--- config.mk ---
export PLATFORM = sky130hd
export DESIGN_NAME = mem_port_arbiter
export DESIGN_NICKNAME = d
export VERILOG_FILES = /design/src/rtl/mem_arb_pkg.sv /design/src/rtl/mem_port_arbiter_rr_pick2.sv /design/src/rtl/mem_port_arbiter.sv
export SDC_FILE = /design/constraint.sdc
export NUM_CORES = 1
export LEC_CHECK = 0
export ABC_AREA = 1
export ABC_CLOCK_PERIOD_IN_PS = 1400
export CORE_ASPECT_RATIO = 1.1
export CORE_MARGIN = 8
export CORE_UTILIZATION = 37
export CTS_BUF_LIST = sky130_fd_sc_hd__clkbuf_16
export DETAILED_ROUTE_END_ITERATION = 8
export PLACE_DENSITY = 0.88
export SYNTH_ARGS = -nofsm -noshare
export SYNTH_HDL_FRONTEND = slang
export SYNTH_SLANG_ARGS = --single-unit
--- constraint.sdc ---
create_clock -name clk -period 1.4 [get_ports clk]
set_input_delay 0.14 -clock clk [delete_from_list [all_inputs] [get_ports clk]]
set_output_delay 0.14 -clock clk [all_outputs]
set_load 0.05 [all_outputs]
--- src/rtl/mem_arb_pkg.sv ---
// Shared types and default latencies for the two-requester memory port arbiter.
package mem_arb_pkg;

  typedef enum logic [1:0] {
    IDLE = 2'd0,
    RD   = 2'd1,
    WR   = 2'd2,
    DONE = 2'd3
  } arb_state_t;

  localparam int unsigned RD_LAT_DEF = 3;
  localparam int unsigned WR_LAT_DEF = 1;

  typedef logic req_idx_t;

endpackage

--- src/rtl/mem_port_arbiter_rr_pick2.sv ---
// Combinational round-robin picker for two requesters; on a tie the one
// that was not granted last wins.
module rr_pick2
  import mem_arb_pkg::*;
(
  input  logic req0,
  input  logic req1,
  input  logic last,
  output logic valid,
  output logic idx
);

  assign valid = req0 | req1;
  assign idx   = (req0 && req1) ? ~last : req1;

endmodule

--- src/rtl/mem_port_arbiter.sv ---
// Round-robin arbiter/sequencer driving the single shared memory port with
// fixed read/write latencies and per-requester completion pulses.
module mem_port_arbiter
  import mem_arb_pkg::*;
#(
  parameter int unsigned RD_LAT = RD_LAT_DEF,
  parameter int unsigned WR_LAT = WR_LAT_DEF
) (
  input  logic        clk,
  input  logic        reset,
  input  logic        req0,
  input  logic        req1,
  input  logic        we0,
  input  logic        we1,
  input  logic [31:0] addr0,
  input  logic [31:0] addr1,
  input  logic [31:0] wdata0,
  input  logic [31:0] wdata1,
  output logic        done0,
  output logic        done1,
  output logic [31:0] rdata0,
  output logic [31:0] rdata1,
  output logic        busy,
  output logic [31:0] mem_addr,
  output logic [31:0] mem_write_data,
  output logic        mem_read,
  output logic        mem_write,
  input  logic [31:0] mem_read_data
);

  // state | meaning
  // IDLE  | waiting for a request; the only state that grants
  // RD    | mem_read high, counting RD_LAT cycles
  // WR    | mem_write high, counting WR_LAT cycles
  // DONE  | done pulse cycle; requester updates its request here

  localparam int unsigned MAX_LAT = (RD_LAT > WR_LAT) ? RD_LAT : WR_LAT;
  localparam int unsigned CW      = $clog2(MAX_LAT + 1);
  localparam logic [CW-1:0] RD_LAT_C = CW'(RD_LAT);
  localparam logic [CW-1:0] WR_LAT_C = CW'(WR_LAT);

  arb_state_t    state_q, state_d;
  logic [CW-1:0] cnt_q, cnt_d;
  req_idx_t      last_q, last_d;
  req_idx_t      gnt_q, gnt_d;
  logic [31:0]   mem_addr_d, mem_write_data_d, rdata0_d, rdata1_d;
  logic          mem_read_d, mem_write_d, done0_d, done1_d, busy_d;
  logic          pick_valid;
  req_idx_t      pick_idx;

  rr_pick2 u_pick (
    .req0  (req0),
    .req1  (req1),
    .last  (last_q),
    .valid (pick_valid),
    .idx   (pick_idx)
  );

  always_ff @(posedge clk or negedge reset) begin
    if (!reset) begin
      state_q        <= IDLE;
      cnt_q          <= '0;
      last_q         <= 1'b1;
      gnt_q          <= 1'b0;
      mem_addr       <= '0;
      mem_write_data <= '0;
      mem_read       <= 1'b0;
      mem_write      <= 1'b0;
      rdata0         <= '0;
      rdata1         <= '0;
      done0          <= 1'b0;
      done1          <= 1'b0;
      busy           <= 1'b0;
    end else begin
      state_q        <= state_d;
      cnt_q          <= cnt_d;
      last_q         <= last_d;
      gnt_q          <= gnt_d;
      mem_addr       <= mem_addr_d;
      mem_write_data <= mem_write_data_d;
      mem_read       <= mem_read_d;
      mem_write      <= mem_write_d;
      rdata0         <= rdata0_d;
      rdata1         <= rdata1_d;
      done0          <= done0_d;
      done1          <= done1_d;
      busy           <= busy_d;
    end
  end

  always_comb begin
    state_d          = state_q;
    cnt_d            = cnt_q;
    last_d           = last_q;
    gnt_d            = gnt_q;
    mem_addr_d       = mem_addr;
    mem_write_data_d = mem_write_data;
    mem_read_d       = mem_read;
    mem_write_d      = mem_write;
    rdata0_d         = rdata0;
    rdata1_d         = rdata1;
    done0_d          = 1'b0;
    done1_d          = 1'b0;

    case (state_q)
      IDLE: begin
        if (pick_valid) begin
          mem_addr_d       = pick_idx ? addr1 : addr0;
          mem_write_data_d = pick_idx ? wdata1 : wdata0;
          gnt_d            = pick_idx;
          last_d           = pick_idx;
          cnt_d            = CW'(1);
          if (pick_idx ? we1 : we0) begin
            state_d     = WR;
            mem_write_d = 1'b1;
          end else begin
            state_d    = RD;
            mem_read_d = 1'b1;
          end
        end
      end
      RD: begin
        if (cnt_q == RD_LAT_C) begin
          if (gnt_q) rdata1_d = mem_read_data;
          else       rdata0_d = mem_read_data;
          mem_read_d = 1'b0;
          done0_d    = ~gnt_q;
          done1_d    = gnt_q;
          state_d    = DONE;
        end else begin
          cnt_d = cnt_q + CW'(1);
        end
      end
      WR: begin
        if (cnt_q == WR_LAT_C) begin
          mem_write_d = 1'b0;
          done0_d     = ~gnt_q;
          done1_d     = gnt_q;
          state_d     = DONE;
        end else begin
          cnt_d = cnt_q + CW'(1);
        end
      end
      DONE: begin
        state_d = IDLE;
      end
      default: begin
        state_d = IDLE;
      end
    endcase

    busy_d = (state_d != IDLE);
  end

endmodule
Yosys cells after proc, flatten, opt, wreduce, memory -nomap -nowiden --
Index checks and enable logic that the tools add are counted.
Storage, ports and cells: latch bits 0, memory bits (read-only) 0, input port bits 166, memories 0, output and inout bits 133, logic and storage cells 68, register bits after elaboration 139, memory bits (writable) 0
Cells by class: muxes and demuxes 27, order comparisons 0, add/subtract/negate cells 1, reduce and logical (&&, ||, !) cells 12, bitwise logic cells 3, divide/modulo/power cells 0, shift-type cells 0, multiply operators 0, equality and inequality tests 12
Operator list (count):
- 2-to-1 mux 32 bit | 2
- 2-to-1 mux 2 bit | 7
- inequality test 2 bit, second input constant | 7
- 2-to-1 mux 1 bit | 12
- AND reduction 4 bit | 3
- one-hot mux 1 bit (2 select lines) | 4
- one-hot mux 2 bit (4 select lines) | 1
- equality test 2 bit, second input constant | 3
- one-hot mux 2 bit (3 select lines) | 1
- AND reduction 3 bit | 2
- nonzero test 2 bit | 3
- equality test 2 x 1 -> 1 bit, second input constant | 2
- nonzero test 3 bit | 1
- adder 2 x 1 -> 2 bit, second input constant | 1
- zero test 2 bit | 1
- NOT 1 bit | 2
- AND reduction 2 bit | 1
- logical AND 1 bit | 1
- bitwise OR 1 bit | 1

Longest topological paths before layout --
Gate-level depths: netlist of the first run.
depth after elaboration 7, depth in mapped cells 9

By module --
Synthesis of the first run repeated with hierarchy kept, for this count alone.
Second synthesis, totals: cell total of the unflattened synthesis 668, area total of the unflattened synthesis 6003.3 um2
Modules (own cells, without submodules):
- mem_port_arbiter | sequential area each 3479.6 um2, instances 1, area each 5988.2 um2, cells an instance 665
- rr_pick2 | sequential area each 0.0 um2, instances 1, area each 15.0 um2, cells an instance 3

Worst setup path after synthesis of the first run --
Ideal clock, no wire load.
kind register to register, from register state_q[1], to register mem_addr[0], buffers on the path 2, setup slack -0.098 ns, data arrival time 1.375 ns, cell stages (with the launch flop) 10, cells stage by stage dfrtp_1 -> inv_1 -> ha_1 -> inv_2 -> nor2_4 -> inv_2 -> buf_6 -> buf_2 -> nand2_1 -> o21ai_1
On the way: longest elaborated chain between the ends 2
Ends and longest elaborated chain:
- from (decl) | RTL line mem_port_arbiter.sv:42 | arb_state_t state_q, state_d;
- from (signal assigned) | RTL line mem_port_arbiter.sv:75 | state_q <= state_d;
- zero test 2 bit | RTL line mem_port_arbiter.sv:105 | case (state_q)
- AND reduction 2 bit (no line)
- to (signal assigned) | RTL line mem_port_arbiter.sv:79 | mem_addr <= mem_addr_d;
- to (decl) | RTL line mem_port_arbiter.sv:24 | output logic [31:0] mem_addr,
Every way passes these cells. A chain may end at the register's enable or synchronous reset.

Worst setup path in the final report of the first run --
from register state_q[0], to register rdata1[20]
On the way: longest elaborated chain between the ends 2
Ends and longest elaborated chain:
- equality test 2 x 1 -> 1 bit | RTL line mem_port_arbiter.sv:105
- AND reduction 3 bit (no line)
- to (signal assigned) | RTL line mem_port_arbiter.sv:84 | rdata1 <= rdata1_d;
- to (decl) | RTL line mem_port_arbiter.sv:22 | output logic [31:0] rdata1,
Every way passes these cells.

==> qor.csv, run 1 <==
stage,metric,value,unit
global_route,grt ovf,0,
power,Pwr Density,2820,mW/mm²
clock_network,worst skew pair latency,0.41,ns
outcome,failing checks,setup timing,
drt,initial drt markers,333,
drt,remaining antenna violation count,0,
power,Sequential Power Share,24.7,%
layout,"commonest non-fill, non-tap cell in the layout",clkdlybuf4s50_1,
layout,Total Nets Final,1193,
layout,diode count,0,
global_route,GR Util met1,23.5,%
timing,Setup Skew,0.00895,ns
yosys,Syn Area/Cell,8.92,µm²
timing,actual slew at the worst max-slew pin,0.357,ns
floorplanning,Initial Util,37.3,%
timing,RSZ-0062 raised after global routing,true,
outcome,status,"complete, but fails checks",
clock_network,Root Driver,clkbuf_16,
power,Switching Share,48.9,%
drt,via count,6477,
layout,Fillers,1060,
clock_network,H-tree depth,4,
drt,WL per Instance,21.6,µm
timing,fmax,0.644,GHz
floorplanning,Die Ht,150,µm
drt,Initial DRT Pass Iterations,5,
timing,Tcrit/Tclk final,111,%
yosys,area share of the largest cell type after synthesis,57.4,%
timing,Worst Hold Margin,0.199,ns
placement,hpwl dp,16000,µm
timing,Fin. Hold Viols,0,
yosys,top post-synthesis cells by area,"dfrtp_1, nand2_1, o21ai_0",
setup_path,CP endpoint kind,register,
drt,total wire length,26800,µm
clock_network,Num CTS Buffers,17,
drt,vias per cell,5.23,
power,Pleak,5.30,nW
power,Int Pwr,16.4,mW
power,clock share of power,14.7,%
layout,area grow syn2layout,89.5,%
global_route,overall routing resource usage,21.3,%
clock_network,CTS Sinks,139,
global_route,vias in the first global route,6513,
timing,fin. max-slew vios,0,
yosys,yosys warns,0,
placement,Area after DPL,0.00948,mm²
placement,post-place setup slack,-0.211,ns
placement,IO Port Bufs,298,
placement,Routability Congestion,0.839,
yosys,sequential share of the synthesized area,57.9,%
run,maxcap violations,0,
layout,ratio of cells with drive above 1 in the final layout,36.3,%
global_route,grt met3 use,8.19,%
min_path,Hold WC Path Type,in -> async,
yosys,Mapped Cells,674,
yosys,"FF+latch count, synth",139,
drt,Residual DRC,0,
power,VDD IR max,0.00161,V
clock_network,worst-case clock buffer depth,2,
yosys,Yosys cell types,21,
setup_path,crit-path max FO,5,
global_route,pin count of the biggest net entering global routing,54,
power,Gate power share,60.6,%
floorplanning,row cnt,49,
clock_network,clock-pin slew on the worst setup and hold paths,0.07,ns
timing,Max-slew headroom,76.2,%
yosys,"area leader, netlist",dfrtp_1,
global_route,GR Layer Usage met2,35.9,%
setup_path,crit path kind,reg -> reg,
global_route,global-route wire length before repair,34100,µm
setup_path,CP Launch Point,state_q[0],
clock_network,CTS tree,done,
floorplanning,die width,138,µm
layout,"commonest non-fill, non-tap cells in the layout","clkdlybuf4s50_1, dfrtp_1, buf_4",
global_route,grt peak-use layer,met2,
global_route,initial antenna violation count,0,
floorplanning,Core Region,0.0161,mm²
setup_path,reg2reg start,state_q[0],
yosys,Post-Synthesis Cell Area,0.00601,mm²
timing,crit path time final,1.55,ns
timing,Final WS setup,-0.152,ns
setup_path,Critical Path RT,1.71,ns
setup_path,Worst EP arrival,1.86,ns
floorplanning,die area,0.0206,mm²
timing,Finish-stage setup viols,121,
yosys,synthesized net count,846,
power,Switch Pwr,15.7,mW
setup_path,Startpoint Class,register,
layout,design area,0.0114,mm²
floorplanning,I/O Pins,299,
layout,final core occ,70.7,%
==> Yosys cell counts <==
library cell / instances
ha_1: 6
clkbuf_1: 15
o21ai_2: 20
nand3_1: 10
dfrtp_1: 138
nand2_1: 156
dfstp_2: 1
o21ai_1: 69
buf_2: 10
buf_6: 9
nand2_2: 2
nor2_1: 71
nor2_4: 1
inv_1: 45
nor2_2: 1
o21ai_0: 109
nand4_1: 1
buf_4: 4
inv_2: 3
buf_8: 2
a21oi_1: 1
==> routing by layer <==
metal  wire length (µm)  vias to the layer above
met4               1190                        0
met1               9490                     3105
li1                   -                     2898
met2              13100                      386
met3               3010                       88
met5                  0                        -
==> kinds of logic (layout without fill, tap and decap cells) <==
kind of cell | Yosys count | count (layout) | share of synthesized area (%)
buffers and inverters | 88 | 446 | 7.45
AO/OA/AOI/OAI | 199 | 199 | 17.8
flip-flops | 139 | 139 | 57.9
AND/OR/NAND/NOR | 242 | 244 | 15.6
adder cells (fa/ha/maj) | 6 | 6 | 1.25
==> area by class of cell <==
cell class / count / area [µm²] / area share (%)
timing repair buffer: 366 / 4150 / 36.4
sequential: 139 / 3480 / 30.5
multi-input combinational: 449 / 2690 / 23.6
clock buffer: 17 / 425 / 3.73
tap: 204 / 255 / 2.24
inverter: 48 / 209 / 1.83
clock inverter: 15 / 188 / 1.65
==> sequential cells by signal, summed over array words and instances (netlist names) <==
| name | count |
|---|---|
| mem_addr | 32 |
| mem_write_data | 32 |
| rdata0 | 32 |
| rdata1 | 32 |
| cnt_q | 2 |
| state_q | 2 |
| busy | 1 |
| done0 | 1 |
| done1 | 1 |
| gnt_q | 1 |
| last_q | 1 |
| mem_read | 1 |
| mem_write | 1 |
==> final timing paths <==
path / endpoint / slack, ns / cells after the start
setup / recovery: rdata1[20] / -0.15 / 7
min in group clk: rdata0[23] / 0.30 / 3
setup reg to reg: rdata1[20] / -0.15 / 7
hold / removal: rdata0[12] / 0.20 / 2
max in group asynchronous: gnt_q / 0.63 / 3
hold reg to reg: last_q / 0.46 / 2
==> critical path, cell delays in order (launching register included) <==
cell,delay (ns)
dfrtp_1,0.39
buf_6,0.13
ha_4,0.16
nand2_4,0.08
clkinv_8,0.11
nand2_4,0.12
clkbuf_16,0.19
o21ai_0,0.24
==> per-stage QoR <==
stage / setup TNS (ns) / total power, mW / std cells
2_1_floorplan: 0 / 17.3 / 674
3_3_place_gp: -10.26 / 23.8 / 1174
3_5_place_dp: -16.81 / 24.3 / 1174
4_1_cts: -1.24 / 29.9 / 1220
5_1_grt: -15.54 / 33.6 / 1238
6_report: -7.14 / 32.2 / 1238
==> repair_timing <==
| action | in CTS | in global routing |
|---|---|---|
| hold buffers | 1 | 0 |
| cloned | 6 | 19 |
| setup buffers | 7 | 0 |
| gates resized for setup | 35 | 217 |
| hold endpoints to repair | 139 | 0 |
| setup endpoints to repair | 106 | 136 |
| pin swaps | 3 | 12 |
==> power groups by stage <==
stage	combinational (mW)	sequential [mW]	clock, mW
2_1_floorplan	3.55	13.8	0
3_3_place_gp	16.4	7.41	0
3_5_place_dp	16.8	7.51	0
4_1_cts	17.7	7.49	4.77
5_1_grt	20.4	8.16	4.99
6_report	19.5	7.95	4.73
No activity file was read; power rests on OpenSTA's default activity.
==> run 2, diff against run 1 <==
Settings changed: PLACE_DENSITY 0.88 to 0.78.
==> qor.csv, run 2 (synthesis results as in run 1) <==
stage,metric,value,unit,change
floorplanning,row cnt,49,,unchanged
drt,vias per cell,4.92,,-6.0%
floorplanning,die width,138,µm,unchanged
layout,Fillers,1260,,+19%
global_route,overall routing resource usage,20.6,%,-0.77 points
layout,"commonest non-fill, non-tap cells in the layout","clkdlybuf4s50_1, nand2_1, dfrtp_1",,
placement,Area after DPL,0.00966,mm²,+1.9%
drt,remaining antenna violation count,0,,unchanged
floorplanning,die area,0.0206,mm²,unchanged
placement,Routability Congestion,0.814,,-3.0%
layout,final core occ,65.3,%,-5.4 points
timing,Tcrit/Tclk final,113,%,+1.9 points
outcome,status,"complete, but fails checks",,
layout,diode count,0,,unchanged
min_path,Hold WC Path Type,in -> async,,
setup_path,Worst EP arrival,1.84,ns,-0.02 ns
timing,crit path time final,1.58,ns,+0.0260 ns
timing,actual slew at the worst max-slew pin,0.350,ns,-0.00781 ns
clock_network,H-tree depth,4,,unchanged
drt,Residual DRC,0,,unchanged
layout,ratio of cells with drive above 1 in the final layout,26.4,%,-9.9 points
drt,via count,6066,,-6.3%
power,Pwr Density,2770,mW/mm²,-1.9%
setup_path,CP Launch Point,state_q[0],,
timing,fin. max-slew vios,0,,unchanged
timing,fmax,0.634,GHz,-1.6%
global_route,global-route wire length before repair,32600,µm,-4.1%
floorplanning,Core Region,0.0161,mm²,unchanged
timing,Worst Hold Margin,0.194,ns,-0.00544 ns
setup_path,reg2reg start,state_q[0],,
timing,Setup Skew,0.00942,ns,+0.000468 ns
setup_path,max incr delay on CP,0.38,ns,about the same
global_route,initial antenna violation count,0,,unchanged
layout,fin cells,1234,,-0.32%
power,Pleak,5.04,nW,-4.8%
run,maxcap violations,0,,unchanged
global_route,grt ovf,0,,unchanged
floorplanning,Initial Util,37.3,%,unchanged
setup_path,"most used cell, CP",nand2_1,,
drt,initial drt markers,297,,-11%
placement,hpwl dp,16500,µm,+3.4%
setup_path,crit-path max FO,4,,-1
floorplanning,I/O Pins,299,,unchanged
timing,RSZ-0062 raised after global routing,true,,
placement,IO Port Bufs,298,,unchanged
drt,Initial DRT Pass Iterations,5,,unchanged
layout,area grow syn2layout,75.2,%,
clock_network,worst-case clock buffer depth,2,,unchanged
clock_network,Num CTS Buffers,17,,unchanged
power,VDD IR max,0.00147,V,-8.8%
global_route,vias in the first global route,6045,,-7.2%
timing,Max-slew headroom,76.7,%,+0.52 points
layout,Total Nets Final,1190,,-0.25%
setup_path,Worst path slowest cell,dfrtp_1,,
setup_path,R2R depth,10,,+3
drt,total wire length,22800,µm,-15%
outcome,failing checks,setup timing,,
setup_path,setup slack on the worst flop-to-flop path,-0.18,ns,-0.03 ns
setup_path,Critical Path RT,1.67,ns,-0.04 ns
floorplanning,Die Ht,150,µm,unchanged
layout,"commonest non-fill, non-tap cell in the layout",clkdlybuf4s50_1,,
clock_network,worst skew pair latency,0.41,ns,about the same
timing,Finish-stage setup viols,54,,-55%
timing,Final WS setup,-0.178,ns,-0.0260 ns
clock_network,clock-pin slew on the worst setup and hold paths,0.05,ns,-0.02 ns
timing,Fin. Hold Viols,0,,unchanged
power,"Power, Total",29.2,mW,-9.3%
setup_path,Startpoint Class,register,,
global_route,pin count of the biggest net entering global routing,51,,-5.6%
setup_path,CP Cell Sequence,inv_2 -> buf_4 -> buf_6 -> ha_4 -> nand2_1 -> nand3_1 -> nand2_1 -> nand2_1 -> nor2_1 -> nand3_1,,
drt,WL per Instance,18.4,µm,-15%
clock_network,CTS tree,done,,
clock_network,CTS Sinks,139,,unchanged
layout,design area,0.0105,mm²,-7.6%
setup_path,CP endpoint kind,register,,
clock_network,Root Driver,clkbuf_16,,
setup_path,crit path kind,reg -> reg,,
placement,placed insts,1190,,+1.4%
==> run 2: layout make-up <==
| cell class | instances | area (µm²) | area share (%) |
|---|---|---|---|
| Sequential cell | 139 | 3480 | 33.0 |
| Inverter | 48 | 188 | 1.78 |
| Clock inverter | 14 | 68.8 | 0.654 |
| Timing Repair Buffer | 365 | 3890 | 36.9 |
| Clock buffer | 17 | 425 | 4.04 |
| Tap cell | 204 | 255 | 2.42 |
| Multi-Input combinational cell | 447 | 2220 | 21.1 |
==> run 2: critical path: cells and delay by family, from the launching register on <==
family	cells	cell delay (ns)
simple gates	6	0.58
flops	1	0.38
buf+inv	3	0.31
fa+ha+maj	1	0.17
==> run 2: what timing repair did <==
| action | in CTS | in global routing |
|---|---|---|
| hold buffers | 1 | 0 |
| setup buffers | 2 | 2 |
| resized for setup | 20 | 61 |
| gates cloned | 1 | 7 |
| endpoints found under the hold margin | 138 | 0 |
| pin swaps | 2 | 8 |
| endpoints found under the setup margin | 102 | 137 |
==> run 2: per-stage QoR <==
step | TNS, ns | setup WS, ns
after global routing | -10.32 | -0.289
after CTS | -0.407 | -0.0365
after floorplan | 0 | 0.00574
after global placement | -4.89 | -0.106
final | -0.984 | -0.178
after detailed placement | -8.05 | -0.200
==> run 2: path summary, 6_finish.rpt <==
| kind | end |
|---|---|
| hold reg to reg | last_q |
| min in group clk | rdata1[26] |
| max in group asynchronous | last_q |
| setup reg to reg | busy |
| setup / recovery | busy |
| hold / removal | rdata0[5] |
==> run 2: report_power, final <==
group	switching (mW)	internal, mW	leakage, nW	total, mW
registers	1.50	6.05	1.63	7.56
logic	11.1	6.69	3.15	17.8
clock network	1.63	2.19	0.263	3.82
==> run 2: routing by layer <==
metal | routed length, µm | global-route usage, %
met1 | 9180 | 25.4
met2 | 10900 | 33.2
met3 | 2300 | 6.78
met4 | 383 | 6.53
met5 | 0 | 0
